===== config.mk =====
export PLATFORM = sky130hd
export DESIGN_NAME = mem_arbiter
export DESIGN_NICKNAME = d
export VERILOG_FILES = /design/src/rtl/mem_arbiter.sv
export SDC_FILE = /design/constraint.sdc
export NUM_CORES = 1
export LEC_CHECK = 0
export CORE_MARGIN = 2
export CORE_UTILIZATION = 27
export CTS_BUF_LIST = sky130_fd_sc_hd__clkbuf_16
export CTS_CLUSTER_SIZE = 10
export DETAILED_ROUTE_END_ITERATION = 6
export PLACE_DENSITY_LB_ADDON = 0.25
export SLEW_MARGIN = 10
export SYNTH_ARGS = -nofsm -noshare
export SYNTH_HDL_FRONTEND = slang
export SYNTH_SLANG_ARGS = --single-unit

===== constraint.sdc =====
create_clock -name clk -period 1.5 [get_ports clk]
set_input_delay 0.3 -clock clk [delete_from_list [all_inputs] [get_ports clk]]
set_output_delay 0.3 -clock clk [all_outputs]
set_load 0.1 [all_outputs]

===== src/rtl/mem_arbiter.sv =====
// Two-requester (fetch / data) arbiter onto a single fixed-latency memory port.
// Optional macro ARB_RR_EN: round-robin on conflict; otherwise the data stage always wins.
module mem_arbiter #(
  parameter int unsigned LATENCY = 2
) (
  input  logic        clk,
  input  logic        reset,
  input  logic        if_req,
  input  logic [31:0] if_addr,
  output logic [31:0] if_rdata,
  output logic        if_ready,
  input  logic        dm_req,
  input  logic        dm_we,
  input  logic [31:0] dm_addr,
  input  logic [31:0] dm_wdata,
  output logic [31:0] dm_rdata,
  output logic        dm_ready,
  output logic        mem_en,
  output logic        mem_we,
  output logic [31:0] mem_addr,
  output logic [31:0] mem_wdata,
  input  logic [31:0] mem_rdata,
  output logic        stall_f,
  output logic        stall_m
);

  typedef enum logic [1:0] {StIdle, StBusy, StDone} state_e;

  state_e      r_state;
  state_e      w_state_d;
  logic [3:0]  r_cnt;
  logic [31:0] r_addr;
  logic [31:0] r_wdata;
  logic        r_we;
  logic        r_gnt_dm;
  logic [31:0] r_if_rdata;
  logic [31:0] r_dm_rdata;
  logic        w_any_req;
  logic        w_gnt_dm;
  logic        w_last_cycle;

  assign w_any_req    = if_req | dm_req;
  assign w_last_cycle = (r_state == StBusy) && (r_cnt == 4'd0);

`ifdef ARB_RR_EN
  logic r_last_dm;

  // On conflict, prefer whichever requester was not served last.
  assign w_gnt_dm = dm_req & (~if_req | ~r_last_dm);

  always_ff @(posedge clk) begin
    if (reset) begin
      r_last_dm <= 1'b0;
    end else if (r_state == StIdle && w_any_req) begin
      r_last_dm <= w_gnt_dm;
    end
  end
`else
  assign w_gnt_dm = dm_req;
`endif

  always_ff @(posedge clk) begin
    if (reset) begin
      r_state <= StIdle;
    end else begin
      r_state <= w_state_d;
    end
  end

  always_comb begin
    w_state_d = r_state;
    unique case (r_state)
      StIdle: if (w_any_req) w_state_d = StBusy;
      StBusy: if (r_cnt == 4'd0) w_state_d = StDone;
      StDone: w_state_d = StIdle;
      default: w_state_d = StIdle;
    endcase
  end

  always_ff @(posedge clk) begin
    if (reset) begin
      r_cnt      <= 4'd0;
      r_addr     <= 32'd0;
      r_wdata    <= 32'd0;
      r_we       <= 1'b0;
      r_gnt_dm   <= 1'b0;
      r_if_rdata <= 32'd0;
      r_dm_rdata <= 32'd0;
    end else begin
      if (r_state == StIdle && w_any_req) begin
        r_cnt    <= 4'(LATENCY - 1);
        r_gnt_dm <= w_gnt_dm;
        r_addr   <= w_gnt_dm ? dm_addr : if_addr;
        r_wdata  <= w_gnt_dm ? dm_wdata : 32'd0;
        r_we     <= w_gnt_dm & dm_we;
      end else if (r_state == StBusy && r_cnt != 4'd0) begin
        r_cnt <= r_cnt - 4'd1;
      end
      // Read data lands only in the register of the requester being served.
      if (w_last_cycle && !r_we) begin
        if (r_gnt_dm) r_dm_rdata <= mem_rdata;
        else          r_if_rdata <= mem_rdata;
      end
    end
  end

  assign mem_en    = (r_state == StBusy);
  assign mem_we    = (r_state == StBusy) & r_we;
  assign mem_addr  = r_addr;
  assign mem_wdata = r_wdata;

  assign if_ready = (r_state == StDone) & ~r_gnt_dm;
  assign dm_ready = (r_state == StDone) & r_gnt_dm;
  assign if_rdata = r_if_rdata;
  assign dm_rdata = r_dm_rdata;

  assign stall_f = if_req & ~if_ready;
  assign stall_m = dm_req & ~dm_ready;

endmodule


# Word level (Yosys, flattened, before mapping)
# Index checks and enable logic that the tools add are counted.
[totals]
wordCells = 44
ff_bits = 136
out_inout_bits = 134
[op_classes]
mux = 7
bitwise = 10
reduce_logical = 13
n_addsub = 1
eq_ne = 4
[op_table]
columns = ["operator", "n"]
rows = [
  ["$mux 32", 2],
  ["$and 1x1->1", 6],
  ["$reduce_and 2->1", 3],
  ["$logic_and 1x1->1", 4],
  ["$logic_not 4->1", 1],
  ["$mux 2", 2],
  ["$pmux 2 s2", 1],
  ["$reduce_bool 4->1", 1],
  ["$sub 4x1->4 const B", 1],
  ["$not 1->1", 3],
  ["$eq 2x1->1 const B", 1],
  ["$eq 2x2->1 const B", 1],
  ["$logic_not 2->1", 1],
  ["$mux 1", 2],
  ["$ne 2x1->1 const B", 1],
  ["$ne 2x2->1 const B", 1],
  ["$reduce_bool 2->1", 1],
  ["$reduce_or 2->1", 1],
  ["$logic_not 1->1", 1],
  ["$or 1x1->1", 1],
]

# Longest topological paths before layout
# Gate-level depths: netlist of run 1.
[logic_depth]
depth_word = 4
ltp_mapped = 7

# Least setup slack after synthesis of run 1
# Ideal clock, no wire load.
[synth_timing]
path_type = "flip-flop to output port"
from = "register r_gnt_dm"
to = "output port stall_m"
path_stages_with_launch = 4
arrival_time_ps = 4079
setup_slack_ps = -2879
t_required_ps = 1200
cell_sequence = "dfxtp_1 -> inv_1 -> nor3b_1 -> nor2b_1"
[synth_via]
elab_chain_cells = 3
[synth_lines]
columns = ["element", "line", "text"]
rows = [
  ["start: declaration", "35", "logic r_gnt_dm;"],
  ["start signal: assignment", "92", "r_gnt_dm <= w_gnt_dm;"],
  ["$and 1x1->1", "113", "assign dm_ready = (r_state == StDone) & r_gnt_dm;"],
  ["net dm_ready", "17", "output logic dm_ready,"],
  ["$not 1->1", "118", "assign stall_m = dm_req & ~dm_ready;"],
  ["$and 1x1->1", "118", ""],
  ["end: declaration", "24", "output logic stall_m"],
]
# The timed path passes the listed nets, and every way through them passes these cells.

# Final worst setup path of run 1
[layout_timing]
from = "register r_gnt_dm"
to = "output port stall_f"
[layout_via]
elab_chain_cells = 4
[layout_lines]
columns = ["element", "line", "text"]
rows = [
  ["$not 1->1 (no line)", "n/a", ""],
  ["$and 1x1->1", "112", "assign if_ready = (r_state == StDone) & ~r_gnt_dm;"],
  ["$not 1->1", "117", "assign stall_f = if_req & ~if_ready;"],
  ["$and 1x1->1", "117", ""],
  ["end: declaration", "23", "output logic stall_f,"],
]
# No other way between the ends.

==> impl_metrics.ini, run 1 <==
[yosys]
yosysMostFrequentCell = dfxtp_1
ys_seq_area_share_pct = 47.7
synthCells = 554
synthSimpleGateAreaFrac_pct = 13.4
synthMuxAreaShare_pct = 11.2
synth_fa_ha_area_share_pct = 0.219
yosysTopAreaCell = dfxtp_1
yosysUniqueCellTypes = 35
synth_fp_nets = 688
yosysTopAreaCellShare_pct = 47.7
ys_top_cells_by_count = dfxtp_1, a21oi_1, nand2b_1, mux2i_1, a22o_1
synth_xor_area_share_pct = 0
synth-main-ff-cell = dfxtp_1
ys_seq_elements = 136
synth_edf_count = 0
synth_warnings = 0
syn_area_per_cell_sq_um = 10.3
ys_top_cells_by_area = dfxtp_1, mux2i_1, nand2b_1
synth_top_family_by_area = compound AO/OA/AOI/OAI gates
syn_area_sq_um = 5710
synthArstFlopShare_pct = 0
synth-compound-area-share_pct = 21.7

[worst_setup_path]
slowest_stage = dfxtp_4
start_kind = register
endpoint_kind = primary output
arrival_ns = 1.43
path_cells = buf_6, nor3b_4, nor2b_4, buf_12
cp_max_fo = 3
cp_top_family = simple AND/OR/NAND/NOR gates
critPathRequiredTime_ns = 1.20
max_stage_delay_ns = 0.34
worst-path-buf-inv = 2
criticalPathCategory = reg2out

[route]
vias = 5323
avgViaCountPerCell = 4.71
drc = 0
ant_nets = 0
drt-total-wl_mm = 19.8
drtIter0Drc = 221
firstDrtPassIters = 4
wl_per_cell_um = 17.5

[timing]
slew_headroom_pct = 72.7
tightest_slew_ns = 0.410
period_share_pct = 115
period_needed_ns = 1.73
setup_viol = 70
clock_skew_ns = 0.00903
rsz0062_at_grt = yes
final-max-slew-violation-count = 0
fmax_ghz = 0.578
hold_viol = 0
setup_slack_ns = -0.231

[die]
fp.dieH_um = 149
fp.coreArea_sq_um = 20900
ios = 267
die_w_um = 149
floorplan.rows = 53
start_util_pct = 27.3
die_area_sq_um = 22300

[grt]
grt_max_degree = 75
antenna_found_initial = 0
grt_pass1_vias = 5279
grt_pass1_wl_mm = 28.8
overflow = 0
grt_use_total_pct = 16.3

[run]
max_cap_violations = 0

[placement]
hpwl_mm = 12.6
place.gp.congestion = 0.713
io_buffers = 266
preCtsSetupSlack_ns = -0.262
placed_cell_area_sq_um = 10200

[finish]
finish.utilization_pct = 55.0
fill_cells = 1760
stdcell_area_sq_um = 11500
nNetsFinal = 976
drive_gt1_share_pct = 37.7
diodes = 0
syn_to_final_growth_pct = 101

[clock_network]
clkLatencyLatePin_ns = 0.42
root_buffer = clkbuf_16
cts_buffers = 17
hold_buffers = 0
cts_sinks = 136
cts_tree = done
htreeDepth = 4
path_clk_slew_ns = 0.06
cts_buffer_depth = 2

[power_and_ir_drop]
switching_share_pct = 37.9
total_power_mw = 13.9
p_sw_mw = 5.28
vdd_drop_max_mv = 0.824
leakagePower_nw = 4.57
power_frac_seq_pct = 30.2
intPower_mw = 8.66
p_comb_share_pct = 40.0
clkPwrFrac_pct = 29.7
power_density_nw_per_um2 = 1210

[outcome]
outcome = finished with violations
violations = negative setup slack

[min_path]
hp-class = in2reg
routing by layer:
layer  part of all wire (%)  up-vias  global-route usage, %
li1                       -     2610                      -
met1                     43     2543                   20.1
met2                     48      159                   26.2
met3                    8.1       11                   6.31
met4                    1.2        0                   4.76
met5                      0        -                      0
what timing repair did:
item | CTS | global route
gates resized for setup | 19 | 56
pin swaps | 7 | 24
cloned | 2 | 13
buffers inserted | 8 | 4
setup endpoints to repair | 72 | 119
final timing paths:
| check | startpoint | to | slack [ns] | cells after the start |
|---|---|---|---|---|
| setup / recovery | r_gnt_dm | stall_f | -0.23 | 4 |
| hold / removal | reset | r_state[0] | 0.17 | 2 |
| setup reg to reg | r_state[1] | if_rdata[24] | -0.11 | 5 |
| hold reg to reg | if_rdata[20] | if_rdata[20] | 0.49 | 2 |
cell usage in the layout, fill, tap and decap left out, drive strengths merged, types with 2 or more instances in the layout:
master         count
buf              186
dfxtp            136
clkdlybuf4s50    130
a21oi             69
nand2b            65
mux2i             64
o21ai             35
a22o              33
nand4             32
a211oi            32
clkbuf            27
clkinv             8
inv                8
nor3b              4
clkinvlp           2
and2               2
nor2b              2
nand2              2
or4                2
a21o               2
bufinv             2
nand3              2
power by group through the flow:
stage	clock network, mW	registers [mW]	logic [mW]
CTS	4.25	4.20	5.21
global route	4.41	4.25	5.79
detailed placement	0	4.27	5.04
floorplan	0	6.03	1.20
global placement	0	4.27	5.02
finish	4.15	4.21	5.58
through the flow:
| step | hold slack [ns] | cells | TNS, ns |
|---|---|---|---|
| 6_report | 0.170 | 1130 | -4.89 |
| 5_1_grt | 0.180 | 1130 | -10.52 |
| 4_1_cts | 0.162 | 1113 | -2.92 |
| 3_5_place_dp | 0.502 | 1071 | -19.45 |
| 3_3_place_gp | 0.495 | 1071 | -17.85 |
| 2_1_floorplan | 0.433 | 554 | -1.73 |
area by class of cell:
| class | count | area (sq um) | area share, % |
|---|---|---|---|
| inverter | 5 | 25.0 | 0.218 |
| clock inverter | 15 | 153 | 1.33 |
| timing repair buffer | 326 | 4890 | 42.5 |
| clock buffer | 17 | 425 | 3.70 |
| sequential | 136 | 2740 | 23.8 |
| tap | 275 | 344 | 3.00 |
| multi-input combinational | 356 | 2920 | 25.4 |
logic make-up after synthesis:
group | after synthesis
adders and majority gates | 1
buffers and inverters | 62
muxes | 64
and+or+nand+nor | 118
DFF | 136
AOI/OAI and AO/OA | 173
registers in the layout, indices dropped and copies added, names as in the netlist:
register	count
dm_rdata	32
if_rdata	32
mem_addr	32
mem_wdata	32
r_cnt	4
r_state	2
r_gnt_dm	1
r_we	1
Note: power is estimated with default switching activity, not from simulation.
==> run 2, diff against run 1 <==
--- a/config.mk
+++ b/config.mk
@@ -5,7 +5,7 @@
 export SDC_FILE = /design/constraint.sdc
 export NUM_CORES = 1
 export LEC_CHECK = 0
-export CORE_MARGIN = 2
+export CORE_MARGIN = 5
 export CORE_UTILIZATION = 27
 export CTS_BUF_LIST = sky130_fd_sc_hd__clkbuf_16
 export CTS_CLUSTER_SIZE = 10
==> run 2 against run 1 <==
- the flow still finishes with violations (negative setup slack)
- maximum frequency down 0.41%
- non-clock buffer count up 4
- cell area about the same
- die area up 8.2%
- sequential power about the same
- worst hold slack better by 0.16 ns
- register-to-register slack worse by 0.09 ns
- critical path depth unchanged
- combinational power up 2%
- highest routed layer unchanged
- sequential share of layout area about the same
- routed wire length up 5.3%
- clock power down 8.2%
==> impl_metrics.ini, run 2 (synthesis results as in run 1) <==
[timing]
hold_viol = 0
setup_viol = 75
fin_hold_ws_ns = 0.328
slew_headroom_pct = 71.1
clock_skew_ns = 0.00625
tightest_slew_ns = 0.434
period_needed_ns = 1.74
fmax_ghz = 0.575
final-max-slew-violation-count = 0
period_share_pct = 116
setup_slack_ns = -0.238
rsz0062_at_grt = yes

[worst_setup_path]
arrival_ns = 1.44
timing.rr.end = if_rdata[30]
critPathRequiredTime_ns = 1.20
start_kind = register
cp_max_fo = 4
criticalPathCategory = reg2out
reg2regPathDepth = 8
rr_startpoint = r_cnt[0]
crit_end = stall_m
r2r_slack_ns = -0.20
endpoint_kind = primary output
critPathLaunch = r_state[0]

[placement]
hpwl_mm = 13.7
place_inst = 1074
place.gp.congestion = 0.693
io_buffers = 266
placed_cell_area_sq_um = 10200
preCtsSetupSlack_ns = -0.310

[run]
max_cap_violations = 0

[clock_network]
cts_sinks = 136
hold_buffers = 0
cts_buffers = 17
htreeDepth = 4
cts_buffer_depth = 2
path_clk_slew_ns = 0.06
root_buffer = clkbuf_16
cts_tree = done
clkLatencyLatePin_ns = 0.41

[die]
fp.dieH_um = 155
floorplan.rows = 53
start_util_pct = 27.3
die_w_um = 155
fp.coreArea_sq_um = 21000
ios = 267
die_area_sq_um = 24200

[route]
vias = 5411
avgViaCountPerCell = 4.78
wl_per_cell_um = 18.4
firstDrtPassIters = 4
drt-total-wl_mm = 20.8
ant_nets = 0
drtIter0Drc = 218
drc = 0

[finish]
stdcell_area_sq_um = 11500
final_cell_mix = buf_12, dfxtp_1, clkdlybuf4s50_1
diodes = 0
seq_area_sq_um = 2740
fill_cells = 1851
layout.cells.non_filler = 1132
multi_input_area_sq_um = 2980
drive_gt1_share_pct = 38.5
syn_to_final_growth_pct = 101
nNetsFinal = 980
mostFrequentLayoutCell = buf_12

[min_path]
hp-class = in2reg

[power_and_ir_drop]
power_density_nw_per_um2 = 1200
leakagePower_nw = 4.54
vdd_drop_max_mv = 0.721

[outcome]
outcome = finished with violations
violations = negative setup slack

[grt]
grt_pass1_vias = 5535
overflow = 0
antenna_found_initial = 0
grt_pass1_wl_mm = 31.7
grt_max_degree = 33
grt_use_total_pct = 16.6
-- run 2: metrics by stage --
stage               util (%)  setup TNS, ns  power (mW)
floorplan                  -          -1.73        7.23
global placement        48.9         -14.75        9.29
detailed placement      48.9         -17.60        9.33
CTS                     54.0          -6.04        13.8
global route            54.8         -13.14        14.3
finish                  54.8          -6.46        13.7
-- run 2: report_power, final --
group | switching (mW) | internal [mW]
Clock | 1.63 | 2.18
Combinational | 3.35 | 2.36
Sequential | 0.307 | 3.91
-- run 2: worst min-delay path by stage --
stage / to / cells past startpoint / slack, ns / startpoint
3_3_place_gp: dm_rdata[13] / 2 / 0.50 / dm_rdata[13]
3_5_place_dp: dm_rdata[4] / 2 / 0.50 / dm_rdata[4]
6_report: r_state[0] / 3 / 0.33 / reset
2_1_floorplan: mem_wdata[0] / 1 / 0.43 / dm_wdata[0]
5_1_grt: r_state[0] / 3 / 0.34 / reset
4_1_cts: r_cnt[1] / 3 / 0.29 / reset
-- run 2: per-layer routing --
layer / vias up / global-route usage [%] / part of all wire, %
li1: 2613 / - / -
met1: 2600 / 20.8 / 42
met2: 180 / 26.9 / 49
met3: 18 / 5.90 / 7.7
met4: 0 / 5.09 / 1.5
met5: - / 0 / 0
-- run 2: final cells by class --
| class | count | area share, % |
|---|---|---|
| Multi-Input combinational cell | 356 | 26.0 |
| Inverter | 5 | 0.218 |
| Sequential cell | 136 | 23.8 |
| Clock buffer | 18 | 3.93 |
| Timing Repair Buffer | 330 | 42.4 |
| Clock inverter | 12 | 0.665 |
| Tap cell | 275 | 3.00 |
-- run 2: worst max-delay path, cell delays in order, from the launching register on --
cell     delay, ns
dfxtp_4       0.35
buf_6         0.13
nor3b_4       0.30
nor2b_4       0.08
buf_12        0.17
-- run 2: timing repair --
item	4_1_cts	5_1_grt
gates resized for setup	49	40
pin swaps	31	32
hold endpoints to repair	0	0
setup endpoints to repair	77	108
buffers inserted	17	4
cloned	8	2
==> run 3, diff against run 2 <==
==> constraint.sdc (replaced) <==
create_clock -name clk -period 1.83 [get_ports clk]
set_input_delay 0.366 -clock clk [delete_from_list [all_inputs] [get_ports clk]]
set_output_delay 0.366 -clock clk [all_outputs]
set_load 0.1 [all_outputs]
==> run 3 against run 2 <==
- the flow now finishes without violations
- die area unchanged
- highest routed layer unchanged
- combinational power down 29%
- flip-flop and latch count unchanged
- cell area down 6.4%
- critical path type unchanged
==> impl_metrics.ini, run 3 (synthesis results as in run 1) <==
[worst_setup_path]
cp_top_family = simple AND/OR/NAND/NOR gates
endpoint_kind = primary output
slowest_stage = dfxtp_2
worst-path-buf-inv = 2
start_kind = register
max_stage_delay_ns = 0.32
critPathRequiredTime_ns = 1.46
criticalPathCategory = reg2out
reg2regPathDepth = 6
path_cells = buf_6, nor3b_4, nor2b_4, buf_12
cp_max_fo = 5
arrival_ns = 1.41
path_depth = 4

[clock_network]
cts_buffer_depth = 2
path_clk_slew_ns = 0.06
cts_sinks = 136
cts_tree = done
root_buffer = clkbuf_16
clkLatencyLatePin_ns = 0.42
htreeDepth = 4
cts_buffers = 17

[die]
fp.coreArea_sq_um = 21000
die_w_um = 155
floorplan.rows = 53
ios = 267
fp.dieH_um = 155
start_util_pct = 27.3
die_area_sq_um = 24200

[timing]
period_share_pct = 97.3
hold_viol = 0
rsz0062_at_grt = yes
setup_viol = 0
final-max-slew-violation-count = 0
period_needed_ns = 1.78
setup_slack_ns = 0.0503
slew_headroom_pct = 72.1
fin_hold_ws_ns = 0.343
clock_skew_ns = 0.00708
tightest_slew_ns = 0.418
tns_ns = 0
fmax_ghz = 0.562

[route]
drc = 0
firstDrtPassIters = 4
avgViaCountPerCell = 4.71
wl_per_cell_um = 17.3
vias = 5183
drt-total-wl_mm = 19.1
drtIter0Drc = 275
ant_nets = 0

[finish]
syn_to_final_growth_pct = 88.0
diodes = 0
finish.utilization_pct = 51.2
mostFrequentLayoutCell = buf_12
nNetsFinal = 947
layout.cells.non_filler = 1100
final_cell_mix = buf_12, dfxtp_1, clkdlybuf4s50_1
drive_gt1_share_pct = 29.6
stdcell_area_sq_um = 10700

[power_and_ir_drop]
vdd_drop_max_mv = 0.599
power_density_nw_per_um2 = 1020
leakagePower_nw = 4.26
total_power_mw = 10.9

[outcome]
outcome = completed

[grt]
overflow = 0
grtUsageMet3_pct = 5.84
antenna_found_initial = 0
grt_use_total_pct = 15.2
grtUsageMet2_pct = 23.8
busiest_layer = met2
grt_pass1_wl_mm = 29.2
grt_pass1_vias = 5188
grt_max_degree = 43
globalRouteMet1Util_pct = 19.1

[placement]
place_inst = 1063
preCtsSetupSlack_ns = -0.0408
hpwl_mm = 13.5
place.gp.congestion = 0.748
placed_cell_area_sq_um = 10100
io_buffers = 266

[min_path]
hp-class = in2reg
holdPathStages = 2

[run]
max_cap_violations = 0
[run 3: worst paths after layout]
path                        to  slack [ns]    startpoint
hold / removal    if_rdata[20]        0.34         reset
setup / recovery       stall_m        0.05    r_state[0]
setup reg to reg   if_rdata[7]        0.14      r_cnt[0]
hold reg to reg   dm_rdata[28]        0.51  dm_rdata[28]
[run 3: area by class of cell]
cell class	instances	area (sq um)
Clock inverter	14	149
Inverter	5	22.5
Clock buffer	17	425
Fill cell	1903	10200
Sequential cell	136	2730
Multi-Input combinational cell	356	2730
Tap cell	275	344
Timing Repair Buffer	297	4330
[run 3: power breakdown]
| group | switching, mW | internal, mW |
|---|---|---|
| sequential | 0.247 | 3.20 |
| combinational | 2.52 | 1.56 |
| clock | 1.40 | 2.01 |
[run 3: per-layer routing]
metal / part of all wire, % / routed length [um]
met1: 43 / 8110
met2: 47 / 8980
met3: 8.7 / 1670
met4: 1.7 / 318
met5: 0 / 0
[run 3: timing repair]
item | 4_1_cts | 5_1_grt
endpoints found under the setup margin | 4 | 4
hold buffers | 0 | 0
gates resized for setup | 4 | 0
pin swaps | 0 | 0
setup buffers | 4 | 2
cloned | 0 | 0
